`src/rtl/fifo_pkg.sv`:
```
// fifo_pkg: sizing and pointer helpers shared by the fifo family.
//   fifo_cnt_w(depth)        width able to hold 0..depth inclusive
//   fifo_ptr_w(depth)        width able to index 0..depth-1 (minimum 1)
//   ptr_wrap_inc(ptr, depth) ptr + 1, wrapping depth-1 -> 0 (any depth)
package fifo_pkg;

   function automatic int unsigned fifo_cnt_w(input int unsigned depth);
      return (depth < 1) ? 1 : $clog2(depth + 1);
   endfunction

   function automatic int unsigned fifo_ptr_w(input int unsigned depth);
      return (depth <= 1) ? 1 : $clog2(depth);
   endfunction

   // Explicit compare instead of relying on natural overflow, so
   // non-power-of-two depths wrap at the right index.
   function automatic int unsigned ptr_wrap_inc(input int unsigned ptr,
                                                input int unsigned depth);
      return (ptr >= depth - 1) ? 0 : ptr + 1;
   endfunction

endpackage

```
`src/rtl/fifo_v4_ptr.sv`:
```
// fifo_v4_ptr: wrap-around pointer register for fifo_v4.
//   clk_i   clock
//   rst_ni  asynchronous active-low reset (pointer -> 0)
//   inc_i   advance pointer by one, wrapping DEPTH-1 -> 0
//   clr_i   return pointer to 0 (dominates inc_i)
//   ptr_o   current pointer
module fifo_v4_ptr
   import fifo_pkg::*;
#(
   parameter int unsigned DEPTH = 8,
   parameter int unsigned PTR_W = fifo_ptr_w(DEPTH)
) (
   input  logic             clk_i,
   input  logic             rst_ni,
   input  logic             inc_i,
   input  logic             clr_i,
   output logic [PTR_W-1:0] ptr_o
);

   always_ff @(posedge clk_i or negedge rst_ni) begin
      if (!rst_ni) begin
         ptr_o <= '0;
      end else if (clr_i) begin
         ptr_o <= '0;
      end else if (inc_i) begin
         ptr_o <= PTR_W'(ptr_wrap_inc(32'(ptr_o), DEPTH));
      end
   end

endmodule

```
`src/rtl/fifo_v4.sv`:
```
// fifo_v4: parametrised ready/valid FIFO with arbitrary depth, exact usage
// count, runtime almost-full/almost-empty thresholds and an optional
// high-water-mark monitor (enabled by defining FIFO_V4_HWM_EN).
//   clk_i / rst_ni          clock, asynchronous active-low reset
//   flush_i                 synchronous flush; blocks both handshakes this cycle
//   valid_i/ready_o/data_i  upstream handshake and payload
//   valid_o/ready_i/data_o  downstream handshake and head payload
//   usage_o                 entries held, 0..DEPTH
//   af_thresh_i/ae_thresh_i thresholds; almost_full_o = usage >= af,
//                           almost_empty_o = usage <= ae
//   hwm_o/hwm_clr_i         (FIFO_V4_HWM_EN) max usage, clear to current usage
module fifo_v4
   import fifo_pkg::*;
#(
   parameter logic         FALL_THROUGH = 1'b0,
   parameter int unsigned  DATA_WIDTH   = 32,
   parameter int unsigned  DEPTH        = 8,
   parameter type          dtype        = logic [DATA_WIDTH-1:0],
   localparam int unsigned CNT_W        = fifo_cnt_w(DEPTH)
) (
   input  logic             clk_i,
   input  logic             rst_ni,
   input  logic             flush_i,
   input  logic             valid_i,
   output logic             ready_o,
   input  dtype             data_i,
   output logic             valid_o,
   input  logic             ready_i,
   output dtype             data_o,
   output logic [CNT_W-1:0] usage_o,
   input  logic [CNT_W-1:0] af_thresh_i,
   input  logic [CNT_W-1:0] ae_thresh_i,
   output logic             almost_full_o,
   output logic             almost_empty_o
`ifdef FIFO_V4_HWM_EN
  ,output logic [CNT_W-1:0] hwm_o,
   input  logic             hwm_clr_i
`endif
);

   localparam int unsigned PTR_W = fifo_ptr_w(DEPTH);

   if (DEPTH == 0) begin : g_bad_depth
      $error("fifo_v4: DEPTH must be at least 1");
   end

   logic [CNT_W-1:0] count_q, count_n;
   logic [PTR_W-1:0] wr_ptr, rd_ptr;
   dtype             mem_q [DEPTH];
   logic             full, empty;
   logic             push, pop, bypass, wr_en, rd_en;

   assign full  = (count_q == CNT_W'(DEPTH));
   assign empty = (count_q == '0);

   // ready_o looks at registered state only, so a pop on a full FIFO does
   // not open the input until the following cycle.
   assign ready_o = ~full & ~flush_i;
   assign valid_o = (~empty | (FALL_THROUGH & valid_i)) & ~flush_i;

   assign push = valid_i & ready_o;
   assign pop  = valid_o & ready_i;

   // Fall-through with nothing stored: a same-cycle push and pop hand the
   // word straight across and leave storage untouched.
   assign bypass = FALL_THROUGH & empty & push & pop;
   assign wr_en  = push & ~bypass;
   assign rd_en  = pop & ~bypass;

   assign data_o = (FALL_THROUGH && empty) ? data_i : mem_q[rd_ptr];

   always_comb begin
      count_n = count_q;
      if (flush_i) begin
         count_n = '0;
      end else if (wr_en && !rd_en) begin
         count_n = count_q + CNT_W'(1);
      end else if (rd_en && !wr_en) begin
         count_n = count_q - CNT_W'(1);
      end
   end

   always_ff @(posedge clk_i or negedge rst_ni) begin
      if (!rst_ni) begin
         count_q <= '0;
      end else begin
         count_q <= count_n;
      end
   end

   always_ff @(posedge clk_i or negedge rst_ni) begin
      if (!rst_ni) begin
         for (int unsigned i = 0; i < DEPTH; i++) begin
            mem_q[i] <= '0;
         end
      end else if (wr_en) begin
         mem_q[wr_ptr] <= data_i;
      end
   end

   fifo_v4_ptr #(
      .DEPTH (DEPTH),
      .PTR_W (PTR_W)
   ) u_wr_ptr (
      .clk_i  (clk_i),
      .rst_ni (rst_ni),
      .inc_i  (wr_en),
      .clr_i  (flush_i),
      .ptr_o  (wr_ptr)
   );

   fifo_v4_ptr #(
      .DEPTH (DEPTH),
      .PTR_W (PTR_W)
   ) u_rd_ptr (
      .clk_i  (clk_i),
      .rst_ni (rst_ni),
      .inc_i  (rd_en),
      .clr_i  (flush_i),
      .ptr_o  (rd_ptr)
   );

   assign usage_o        = count_q;
   assign almost_full_o  = (count_q >= af_thresh_i);
   assign almost_empty_o = (count_q <= ae_thresh_i);

`ifdef FIFO_V4_HWM_EN
   logic [CNT_W-1:0] hwm_q;

   always_ff @(posedge clk_i or negedge rst_ni) begin
      if (!rst_ni) begin
         hwm_q <= '0;
      end else if (hwm_clr_i) begin
         hwm_q <= count_q;
      end else if (count_n > hwm_q) begin
         hwm_q <= count_n;
      end
   end

   assign hwm_o = hwm_q;
`endif

`ifndef SYNTHESIS
   a_data_stable: assert property (@(posedge clk_i) disable iff (!rst_ni)
      (valid_i && !ready_o) |=> $stable(data_i));

   a_count_range: assert property (@(posedge clk_i) disable iff (!rst_ni)
      count_q <= CNT_W'(DEPTH));
`endif

endmodule
```
`config.mk`:
```
export PLATFORM = sky130hd
export DESIGN_NAME = fifo_v4
export DESIGN_NICKNAME = d
export VERILOG_FILES = /design/src/rtl/fifo_pkg.sv /design/src/rtl/fifo_v4_ptr.sv /design/src/rtl/fifo_v4.sv
export SDC_FILE = /design/constraint.sdc
export NUM_CORES = 1
export LEC_CHECK = 0
export ABC_AREA = 1
export CORE_UTILIZATION = 55
export CTS_BUF_LIST = sky130_fd_sc_hd__clkbuf_8
export CTS_CLUSTER_SIZE = 16
export DETAILED_ROUTE_END_ITERATION = 6
export GPL_ROUTABILITY_DRIVEN = 0
export PLACE_DENSITY = 0.75
export SLEW_MARGIN = 20
export SYNTH_ARGS = -nofsm -noshare
export SYNTH_HDL_FRONTEND = slang
export SYNTH_HIERARCHICAL = 1
export SYNTH_SLANG_ARGS = --single-unit
```
`constraint.sdc`:
```
create_clock -name clk_i -period 6.35 [get_ports clk_i]
set_clock_uncertainty 0.2 [all_clocks]
set_input_delay 0.9525 -clock clk_i [delete_from_list [all_inputs] [get_ports clk_i]]
set_output_delay 0.9525 -clock clk_i [all_outputs]
set_load 0.02 [all_outputs]
```
# == Word level (Yosys, flattened, before mapping) ==
# Cells that the tools add are included.
# W data, S select, Z words.
# totals
reg_bits,266
input_bits,45
output_inout_bits,40
word_cells,56
# classes
n_addsub,4
n_lt_le_gt_ge,7
n_eq_ne,1
mux,15
n_bitwise,9
n_reduce_logical,9
# op_table
operator,count
$bwmux W256,1
$bmux W32 S3,1
$demux W32 S3,1
$mux W32,3
$mux W3,6
$mux W4,3
$ge A4 B4 Y1 const B,2
$not A3 Y4,2
$add A3 B1 Y3 const B,2
$ge A3 B3 Y1 const B,2
$add A4 B1 Y4 const B,1
$and A1 B1 Y1,4
$eq A4 B4 Y1 const B,1
$ge A4 B4 Y1,1
$le A4 B4 Y1,1
$logic_not A4 Y1,1
$lt A4 B1 Y1 const B,1
$reduce_bool A2 Y1,2
$sub A4 B1 Y4 const B,1
$logic_and A1 B1 Y1,3
$not A1 Y1,3
$reduce_bool A3 Y1,1
$logic_not A1 Y1,2

# == Logic depth before layout (Yosys ltp) ==
# Gate-level depths: netlist of the first run.
# logic_depth
depth_word,9
depth_mapped,16
depth_no_buf,16

# == By module ==
# The synthesis of the first run kept the hierarchy.
# by_module_without_submodules
module,n_inst,cells_each,area_each_um2,seq_area_each_um2
fifo_v4,1,1441,11891.4,6506.2
fifo_v4_ptr,2,21,165.2,75.1

# == Worst setup path after synthesis of the first run ==
# No wires, ideal clock.
# synth_timing
path_kind,input to output
start,input ae_thresh_i[1]
end,output almost_empty_o
arrival_time_ns,2.003
required_ns,5.197
setup_slack_ns,3.195
cell_stages,5
n_path_buf,0
path_cell_list,inv_1 > ha_1 > a21oi_1 > nor2_1 > o32ai_1
# synth_between
elab_chain_cells,1
# synth_lines
element,line_no,rtl
"start, declared",fifo_v4.sv:32,"input logic [CNT_W-1:0] ae_thresh_i,"
$le A4 B4 Y1,fifo_v4.sv:125,assign almost_empty_o = (count_q <= ae_thresh_i);
"end, declared",fifo_v4.sv:34,output logic almost_empty_o
# No other way between the ends.

==> results_dict.tcl, run 1 <==
set metrics [dict create \
    outcome "completed" \
    ys_ff_latch 266 \
    pwr-share-clk 0.303 \
    ir_drop_uv 197 \
    wl_um 30600 \
    fillers 1917 \
    clk_pin_slew_ns 0.06 \
    overflow 0 \
    min_path_type "primary input to async pin" \
    core_um2 21800 \
    postRouteAntennaNets 0 \
    p_total_uw 5010 \
    p_sw_uw 1680 \
    tns_ns 0 \
    route.detailed.drc 0 \
    grt_usage 0.282 \
    post_cts_buffers 0 \
    antenna_found_initial 0 \
    syn-num-nets 1543 \
    p_int_uw 3330 \
    cp-start-kind "flip-flop" \
    synth.distinct_cells 23 \
    nets 1586 \
    clk_path_buf_depth 3 \
    worstSetupPathType "flip-flop to primary output" \
    drt-pass1-iter-count 5 \
    finalSetupViolations 0 \
    final_layout_size_suffix_gt1_frac 0.0571 \
    grt_pass1_wl_um 50500 \
    postSynthAreaPerCell_um2 8.24 \
    max_stage_delay_ns 0.91 \
    comb_power_share 0.268 \
    synthToLayoutAreaGrowth_pct 14.6 \
    powerDensity_nw_per_um2 358 \
    worst_ep_arrival_time_ns 3.79 \
    ios 85 \
    grtUsageMet2 0.470 \
    path_delay_family "buffers and inverters" \
    p_leak_uw 0.00665 \
    antenna-diode-count 0 \
    max_freq_ghz 0.202 \
    h-tree-depth 2 \
    cap_violations 0 \
    synth_area_um2 12200 \
    grt.met1_usage 0.382 \
    fin_crit_ns 4.94 \
    initial_core_util 0.560 \
    path_buf_inv 3 \
    die_width_um 151 \
    wl_per_cell_um 16.6 \
    numCtsBuffers 45 \
    slew_headroom 0.283 \
    row_count 54 \
    grt.met3_usage 0.0386 \
    grt_max_degree 135 \
    vias 10300 \
    place_ws_ns 2.00 \
    switching_share 0.335 \
    synthesis.instances 1483 \
    setup_ws_ns 1.41 \
    yosysWarnings 6 \
    die_y_um 151 \
    p_seq_frac 0.430 \
    clk_latency_ns 0.57 \
    crit_path_end_kind "primary output" \
    worstMarginPinSlew_ns 1.07 \
    slew_viol_final 0 \
    post_cts_resized 0 \
    multi_input_area_um2 4920 \
    numClockSinks 266 \
    critical_path_peak_fanout 72 \
    critical_path.slowest_cell "clkinv_2" \
    dieArea_um2 22800 \
    grt_pass1_vias 9997 \
    drtIter0Drc 883 \
    io_buffers 84 \
    hold_buffers 0 \
    path_cells "clkinv_2 > buf_4 > nor2_1 > o21ai_0 > a21oi_1 > a31oi_1 > clkdlybuf4s50_1" \
    cp.required_ns 5.20 \
    dp_hpwl_um 16200 \
    ys_seq_area_frac 0.545 \
    regArea_um2 6660 \
    grt.busiest_layer "met2" \
    fin_crit_sh 0.779 \
    hold_violations 0 \
    cts_tree "done" \
    routed_via_density 5.61 \
    root_buffer "clkbuf_8" \
    rsz0062_at_grt "no" \
]
==> cell usage after synthesis, drive strengths merged <==
cell type | n | area [um^2]
nand2 | 388 | 1460
o21ai | 385 | 1930
dfrtp | 266 | 6660
nor2 | 174 | 669
clkbuf | 61 | 243
inv | 60 | 225
buf | 37 | 176
a21oi | 36 | 180
a31oi | 32 | 200
ha | 14 | 175
nand3 | 14 | 70.1
nand4 | 12 | 195
fa | 1 | 20.0
o211ai | 1 | 7.51
o32ai | 1 | 8.76
xnor2 | 1 | 8.76
==> worst paths after layout <==
kind / cells past startpoint / from / to / slack [ns]
setup / recovery: 7 / u_rd_ptr/ptr_o[0] / data_o[31] / 1.41
hold / removal: 1 / rst_ni / usage_o[3] / 0.15
setup reg to reg: 7 / usage_o[3] / mem_q[132] / 3.51
hold reg to reg: 2 / mem_q[222] / mem_q[222] / 0.28
max in group asynchronous: 3 / rst_ni / mem_q[76] / 4.26
min in group clk_i: 2 / mem_q[222] / mem_q[222] / 0.28
==> cells in the final DEF (no fill, tap or decap), drive strengths merged <==
cell type,count
nand2,388
o21ai,385
dfrtp,266
nor2,174
clkdlybuf4s50,83
inv,78
clkbuf,57
a21oi,36
a31oi,32
nand3,14
ha,14
nand4,12
buf,11
clkinv,5
o32ai,1
o211ai,1
xnor2,1
fa,1
==> flip-flops by register name, summed over array words and instances (netlist names) <==
register / count
mem_q: 256
usage_o: 4
u_rd_ptr/ptr_o: 3
u_wr_ptr/ptr_o: 3
==> worst register-to-register path: stages, from the launching register on <==
cell,delay (ns)
dfrtp_1,0.47
inv_1,0.11
nor2_1,0.04
nand2_1,0.10
nand2_2,0.10
nor2_8,0.31
nand4_4,0.88
o21ai_0,0.54
==> power groups by stage <==
stage | sequential (uW) | combinational [uW] | clock (uW)
3_3_place_gp | 2170 | 1310 | 0
6_report | 2150 | 1340 | 1520
2_1_floorplan | 2120 | 854 | 0
5_1_grt | 2190 | 1510 | 1610
3_5_place_dp | 2170 | 1340 | 0
4_1_cts | 2150 | 1350 | 1540
==> kinds of logic after synthesis <==
kind of cell	Yosys count	share of synthesized area
and+or+nand+nor	588	0.196
AOI/OAI and AO/OA	455	0.190
DFF	266	0.545
buffers and inverters	158	0.0527
adders and majority gates	15	0.0160
xor gates and xnor gates	1	0.000717
==> cell type report <==
class                   instances  share of cell area
clock buffers                  57              0.0560
clock inverters                23             0.00840
inverters                      60              0.0162
multi-input cells            1059               0.351
flip-flops and latches        266               0.476
well taps                     280              0.0250
repair buffers                 94              0.0672
==> stage by stage <==
stage	hold slack [ns]	util	std cells	cell area, um^2
after floorplan	0.248	-	1483	12200
after global placement	0.261	0.599	1758	13100
after detailed placement	0.268	0.599	1758	13100
after CTS	0.281	0.640	1838	14000
after global routing	0.168	0.642	1839	14000
final	0.148	0.642	1839	14000
==> per-layer routing <==
metal	vias up	share of wire	routed length, um
li1	4979	-	-
met4	0	0.020	602
met1	4973	0.45	13700
met3	52	0.060	1850
met2	320	0.47	14400
met5	-	0	0
Power figures use the tool's default switching activity.
==> inputs of run 2 (changes only) <==
--- a/config.mk
+++ b/config.mk
@@ -11,7 +11,7 @@
 export CTS_CLUSTER_SIZE = 16
 export DETAILED_ROUTE_END_ITERATION = 6
 export GPL_ROUTABILITY_DRIVEN = 0
-export PLACE_DENSITY = 0.75
+export PLACE_DENSITY = 0.78
 export SLEW_MARGIN = 20
 export SYNTH_ARGS = -nofsm -noshare
 export SYNTH_HDL_FRONTEND = slang
==> constraint.sdc (replaced) <==
create_clock -name clk_i -period 4.5 [get_ports clk_i]
set_clock_uncertainty 0.2 [all_clocks]
set_input_delay 0.675 -clock clk_i [delete_from_list [all_inputs] [get_ports clk_i]]
set_output_delay 0.675 -clock clk_i [all_outputs]
set_load 0.02 [all_outputs]
==> run 2 against run 1 <==
  * Final area is 0.97% higher
  * Hold slack improved by 0.13 ns
  * Clock power is 39% higher
  * Sequential share of layout area is 0.46 points lower
  * Critical endpoint is now data_o[30]
  * Total power increased by 41%
  * First-iteration DRC count rose by 1.0%
  * Cell count up 0.92%
  * Largest cell class unchanged
  * Combinational power is 41% higher
  * Sequential power increased by 42%
  * Flip-flop and latch count unchanged
  * Non-clock buffer count rose by 16
==> results_dict.tcl, run 2 (synthesis results as in run 1) <==
set metrics [dict create \
    worstSetupEndpoint "data_o[30]" \
    final_cell_mix "nand2_1, o21ai_0, dfrtp_1" \
    fillers 1861 \
    hold_violations 0 \
    io_buffers 84 \
    startpoint "u_rd_ptr/ptr_o[0]" \
    grt_usage 0.279 \
    grt_pass1_wl_um 50100 \
    ir_drop_uv 322 \
    stdcell_area_um2 14100 \
    routed_via_density 5.62 \
    final_common_cell "nand2_1" \
    worstSetupPathType "flip-flop to primary output" \
    die_y_um 151 \
    placed_cells 1774 \
    cp.required_ns 3.62 \
    wl_um 30300 \
    grtUsageMet2 0.448 \
    worst_ep_arrival_time_ns 3.10 \
    core_um2 21800 \
    max_freq_ghz 0.251 \
    rsz0062_at_grt "no" \
    grt_max_degree 101 \
    grt.met3_usage 0.0506 \
    largest_register_ffs 256 \
    p_leak_uw 0.00673 \
    largest-register "mem_q" \
    grt.busiest_layer "met2" \
    postRouteAntennaNets 0 \
    dieArea_um2 22800 \
    whs_ns 0.280 \
    route.detailed.drc 0 \
    layout.cells.non_filler 1856 \
    row_count 54 \
    grt_pass1_vias 9886 \
    finalSetupViolations 0 \
    fin_crit_sh 0.884 \
    antenna_found_initial 0 \
    clk_path_buf_depth 3 \
    min_from "mem_q[215]" \
    regArea_um2 6660 \
    clk_pin_slew_ns 0.06 \
    slew_headroom 0.432 \
    cts_tree "done" \
    dp_hpwl_um 17300 \
    numClockSinks 266 \
    cp-start-kind "flip-flop" \
    wl_per_cell_um 16.3 \
    timing.rr.start "usage_o[3]" \
    multi_input_area_um2 4920 \
    grt.met1_usage 0.385 \
    worstMarginPinSlew_ns 0.852 \
    outcome "completed" \
    fin_crit_ns 3.98 \
    root_buffer "clkbuf_8" \
    overflow 0 \
    crit-reg2reg-capture "usage_o[3]" \
    numCtsBuffers 45 \
    die_width_um 151 \
    reg2reg_slack_ns 1.74 \
    drt-pass1-iter-count 5 \
    rr_worst_depth 15 \
    min_path_type "flip-flop to flip-flop" \
    drtIter0Drc 892 \
    powerDensity_nw_per_um2 499 \
    antenna-diode-count 0 \
    post_cts_buffers 0 \
    ios 85 \
    critical_path_peak_fanout 63 \
    clk_latency_ns 0.54 \
    h-tree-depth 2 \
    crit_path_end_kind "primary output" \
    tns_ns 0 \
    vias 10400 \
    nets 1602 \
    initial_core_util 0.560 \
    cap_violations 0 \
    final_layout_size_suffix_gt1_frac 0.0654 \
    place_area_um2 13200 \
    synthToLayoutAreaGrowth_pct 15.7 \
    slew_viol_final 0 \
]
run 2: cell types whose count changed in the layout (fill, tap and decap cells not counted), sizes merged:
cell	before	now
clkinv	5	6
dlygate4sd3	0	1
buf	11	26
run 2: cell type report:
type | count | area share
Inverter | 60 | 0.0160
Tap cell | 280 | 0.0248
Multi-Input combinational cell | 1059 | 0.348
Sequential cell | 266 | 0.471
Clock buffer | 57 | 0.0555
Clock inverter | 24 | 0.00717
Timing Repair Buffer | 110 | 0.0773
run 2: worst max-delay path: stages (launching register included):
cell	delay (ns)
dfrtp_4	0.91
buf_4	0.45
o21ai_0	0.14
o21ai_0	0.19
a21oi_1	0.06
a31oi_1	0.15
clkdlybuf4s50_1	0.64
run 2: repair_timing:
item	4_1_cts	5_1_grt
endpoints found under the hold margin	19	0
hold buffers	1	0
gates resized for setup	0	0
run 2: worst min-delay path by stage:
stage,slack [ns],cells past startpoint,end
2_1_floorplan,0.18,0,mem_q[0]
3_3_place_gp,0.26,2,mem_q[150]
3_5_place_dp,0.27,2,mem_q[139]
4_1_cts,0.28,2,mem_q[139]
6_report,0.28,2,mem_q[215]
5_1_grt,0.30,2,mem_q[131]
run 2: layer usage:
layer  vias to the layer above  wire length [um]  share of wire
met4                         0               581          0.019
met2                       344             14200           0.47
li1                       5013                 -              -
met5                         -                 0              0
met1                      5021             13500           0.45
met3                        52              2000          0.066
run 2: stage by stage:
stage,power [uW],setup slack [ns],util
floorplan,4190,1.84,-
global placement,4920,1.04,0.607
detailed placement,4980,0.912,0.607
CTS,7090,0.528,0.648
global route,7460,0.364,0.648
finish,7050,0.522,0.648
run 2: where the power goes:
part	total (uW)	internal, uW	leakage, uW	switching (uW)
Sequential	3050	2780	0.00360	276
Combinational	1890	793	0.00261	1100
Clock	2110	1140	0.000530	969
Total	7050	4710	0.00673	2340
==> inputs of run 3 (changes only) <==
--- a/config.mk
+++ b/config.mk
@@ -11,7 +11,7 @@
 export CTS_CLUSTER_SIZE = 16
 export DETAILED_ROUTE_END_ITERATION = 6
 export GPL_ROUTABILITY_DRIVEN = 0
-export PLACE_DENSITY = 0.78
+export PLACE_DENSITY = 0.75
 export SLEW_MARGIN = 20
 export SYNTH_ARGS = -nofsm -noshare
 export SYNTH_HDL_FRONTEND = slang
==> constraint.sdc (replaced) <==
create_clock -name clk_i -period 4.1 [get_ports clk_i]
set_clock_uncertainty 0.2 [all_clocks]
set_input_delay 0.615 -clock clk_i [delete_from_list [all_inputs] [get_ports clk_i]]
set_output_delay 0.615 -clock clk_i [all_outputs]
set_load 0.02 [all_outputs]
==> run 3 against run 2 <==
  * Non-clock buffer count shrank 2
  * Sequential power grew 7.9%
  * Register-to-register slack got worse by 0.38 ns
  * Die area unchanged
  * Global-route usage down 0.56 points
  * Total power grew 9.7%
  * Via count is 2.0% lower
  * Final area grew 0.56%
  * Clock power grew 10%
  * Hold slack got worse by 0.0033 ns
  * Flip-flop and latch count is the same
  * Worst setup slack worse by 0.24 ns
  * Critical endpoint is now data_o[6]
  * Highest routed layer unchanged
==> results_dict.tcl, run 3 (synthesis results as in run 1) <==
set metrics [dict create \
    outcome "completed" \
    row_count 54 \
    core_um2 21800 \
    p_leak_uw 0.00675 \
    grt.met3_usage 0.0340 \
    cts_tree "done" \
    worst_ep_arrival_time_ns 3.01 \
    min_from "mem_q[216]" \
    reg2reg_slack_ns 1.36 \
    whs_endpoint "mem_q[216]" \
    cp.required_ns 3.28 \
    fin_crit_sh 0.932 \
    slew_viol_final 0 \
    synthToLayoutAreaGrowth_pct 16.3 \
    final_common_cell "nand2_1" \
    ir_drop_uv 368 \
    cap_violations 0 \
    postRouteAntennaNets 0 \
    numCtsBuffers 44 \
    vias 10200 \
    dieArea_um2 22800 \
    crit_path_end_kind "primary output" \
    crit-reg2reg-capture "usage_o[3]" \
    grt_max_degree 133 \
    grt_usage 0.274 \
    io_buffers 84 \
    largest-register "mem_q" \
    powerDensity_nw_per_um2 544 \
    grt_pass1_vias 9820 \
    drt-pass1-iter-count 5 \
    numClockSinks 266 \
    critical_path_peak_fanout 34 \
    timing.rr.start "usage_o[3]" \
    rsz0062_at_grt "no" \
    routed_via_density 5.52 \
    grt_pass1_wl_um 49500 \
    critical_path.slowest_cell "clkdlybuf4s50_1" \
    clk_pin_slew_ns 0.06 \
    fin_crit_ns 3.82 \
    post_cts_buffers 0 \
    antenna_found_initial 0 \
    cp-start-kind "flip-flop" \
    path_delay_family "buffers and inverters" \
    max_freq_ghz 0.262 \
    path_cells "clkinv_2 > buf_4 > nor2_1 > o21ai_0 > a21oi_1 > a31oi_1 > clkdlybuf4s50_1" \
    wl_um 29700 \
    setup_ws_ns 0.278 \
    place_ws_ns 0.616 \
    h-tree-depth 2 \
    nets 1599 \
    worstMarginPinSlew_ns 0.741 \
    overflow 0 \
    clk_latency_ns 0.55 \
    path_buf_inv 3 \
    wl_per_cell_um 16.0 \
    final_layout_size_suffix_gt1_frac 0.0637 \
    worstSetupPathType "flip-flop to primary output" \
    grtUsageMet2 0.450 \
    whs_path_depth 2 \
    min_path_type "flip-flop to flip-flop" \
    hold_violations 0 \
    tns_ns 0 \
    ios 85 \
    grt.busiest_layer "met2" \
    final_cell_mix "nand2_1, o21ai_0, dfrtp_1" \
    root_buffer "clkbuf_8" \
    rr_worst_depth 15 \
    drtIter0Drc 768 \
    clk_path_buf_depth 3 \
    route.detailed.drc 0 \
    largest_register_ffs 256 \
    max_stage_delay_ns 0.66 \
    slew_headroom 0.506 \
    die_y_um 151 \
    initial_core_util 0.560 \
    whs_ns 0.276 \
    grt.met1_usage 0.379 \
    finalSetupViolations 0 \
    dp_hpwl_um 16600 \
    die_width_um 151 \
    antenna-diode-count 0 \
]
==> run 3: cell count changes in the layout (fill, tap and decap cells not counted), sizes merged <==
cell / previous run / this run
buf: 26 / 24
clkinvlp: 0 / 1
inv: 78 / 76
clkbuf: 57 / 56
clkinv: 6 / 4
bufinv: 0 / 1
==> run 3: timing repair <==
action / 4_1_cts / 5_1_grt
endpoints found under the hold margin: 91 / 0
gates resized for setup: 0 / 0
hold buffers: 1 / 0
==> run 3: per-stage QoR <==
step,utilization,instance area (um^2),std cells,total power [uW]
after global routing,0.651,14200,1851,8210
after global placement,0.610,13300,1772,5410
after detailed placement,0.610,13300,1772,5460
after CTS,0.651,14200,1851,7800
after floorplan,-,12200,1483,4600
final,0.651,14200,1851,7730
==> run 3: area by class of cell <==
class / count / area [um^2]
clock inverter: 22 / 121
fill: 1849 / 7610
timing repair buffer: 108 / 1170
inverter: 60 / 226
multi-input combinational: 1059 / 4920
sequential: 266 / 6660
clock buffer: 56 / 771
tap: 280 / 350
==> run 3: worst register-to-register path: stages (launching register included) <==
cell and delay (ns):
dfrtp_1 0.47, inv_1 0.12, nor2_1 0.05, nand2_1 0.09, nand2_2 0.10, nor2_8 0.30
nand2_1 0.27, ha_1 0.39, a21oi_1 0.21, nand3_1 0.09, nand2_1 0.10, inv_1 0.05
nand2_1 0.05, nand2_1 0.05, nand2_1 0.06, nand2_1 0.05
==> run 3: how the worst max path moves through the flow <==
| stage | startpoint | end | slack [ns] | cells past startpoint |
|---|---|---|---|---|
| after CTS | u_rd_ptr/ptr_o[0] | data_o[6] | 0.29 | 7 |
| after global routing | u_rd_ptr/ptr_o[0] | data_o[3] | 0.14 | 7 |
| final | u_rd_ptr/ptr_o[0] | data_o[6] | 0.28 | 7 |
| after detailed placement | flush_i | usage_o[3] | 0.62 | 14 |
| after floorplan | flush_i | usage_o[3] | 1.50 | 13 |
| after global placement | flush_i | usage_o[3] | 0.73 | 14 |
==> run 3: where the power goes <==
part / internal, uW / switching, uW
Clock: 1290 / 1030
Sequential: 3050 / 241
Combinational: 874 / 1250
Total: 5210 / 2520
==> run 3: per-layer routing <==
| metal | part of all wire | vias to the layer above | routed length [um] |
|---|---|---|---|
| met5 | 0 | - | 0 |
| met4 | 0.020 | 0 | 594 |
| met3 | 0.060 | 52 | 1790 |
| met2 | 0.47 | 319 | 14000 |
| met1 | 0.45 | 4837 | 13300 |
| li1 | - | 5009 | - |
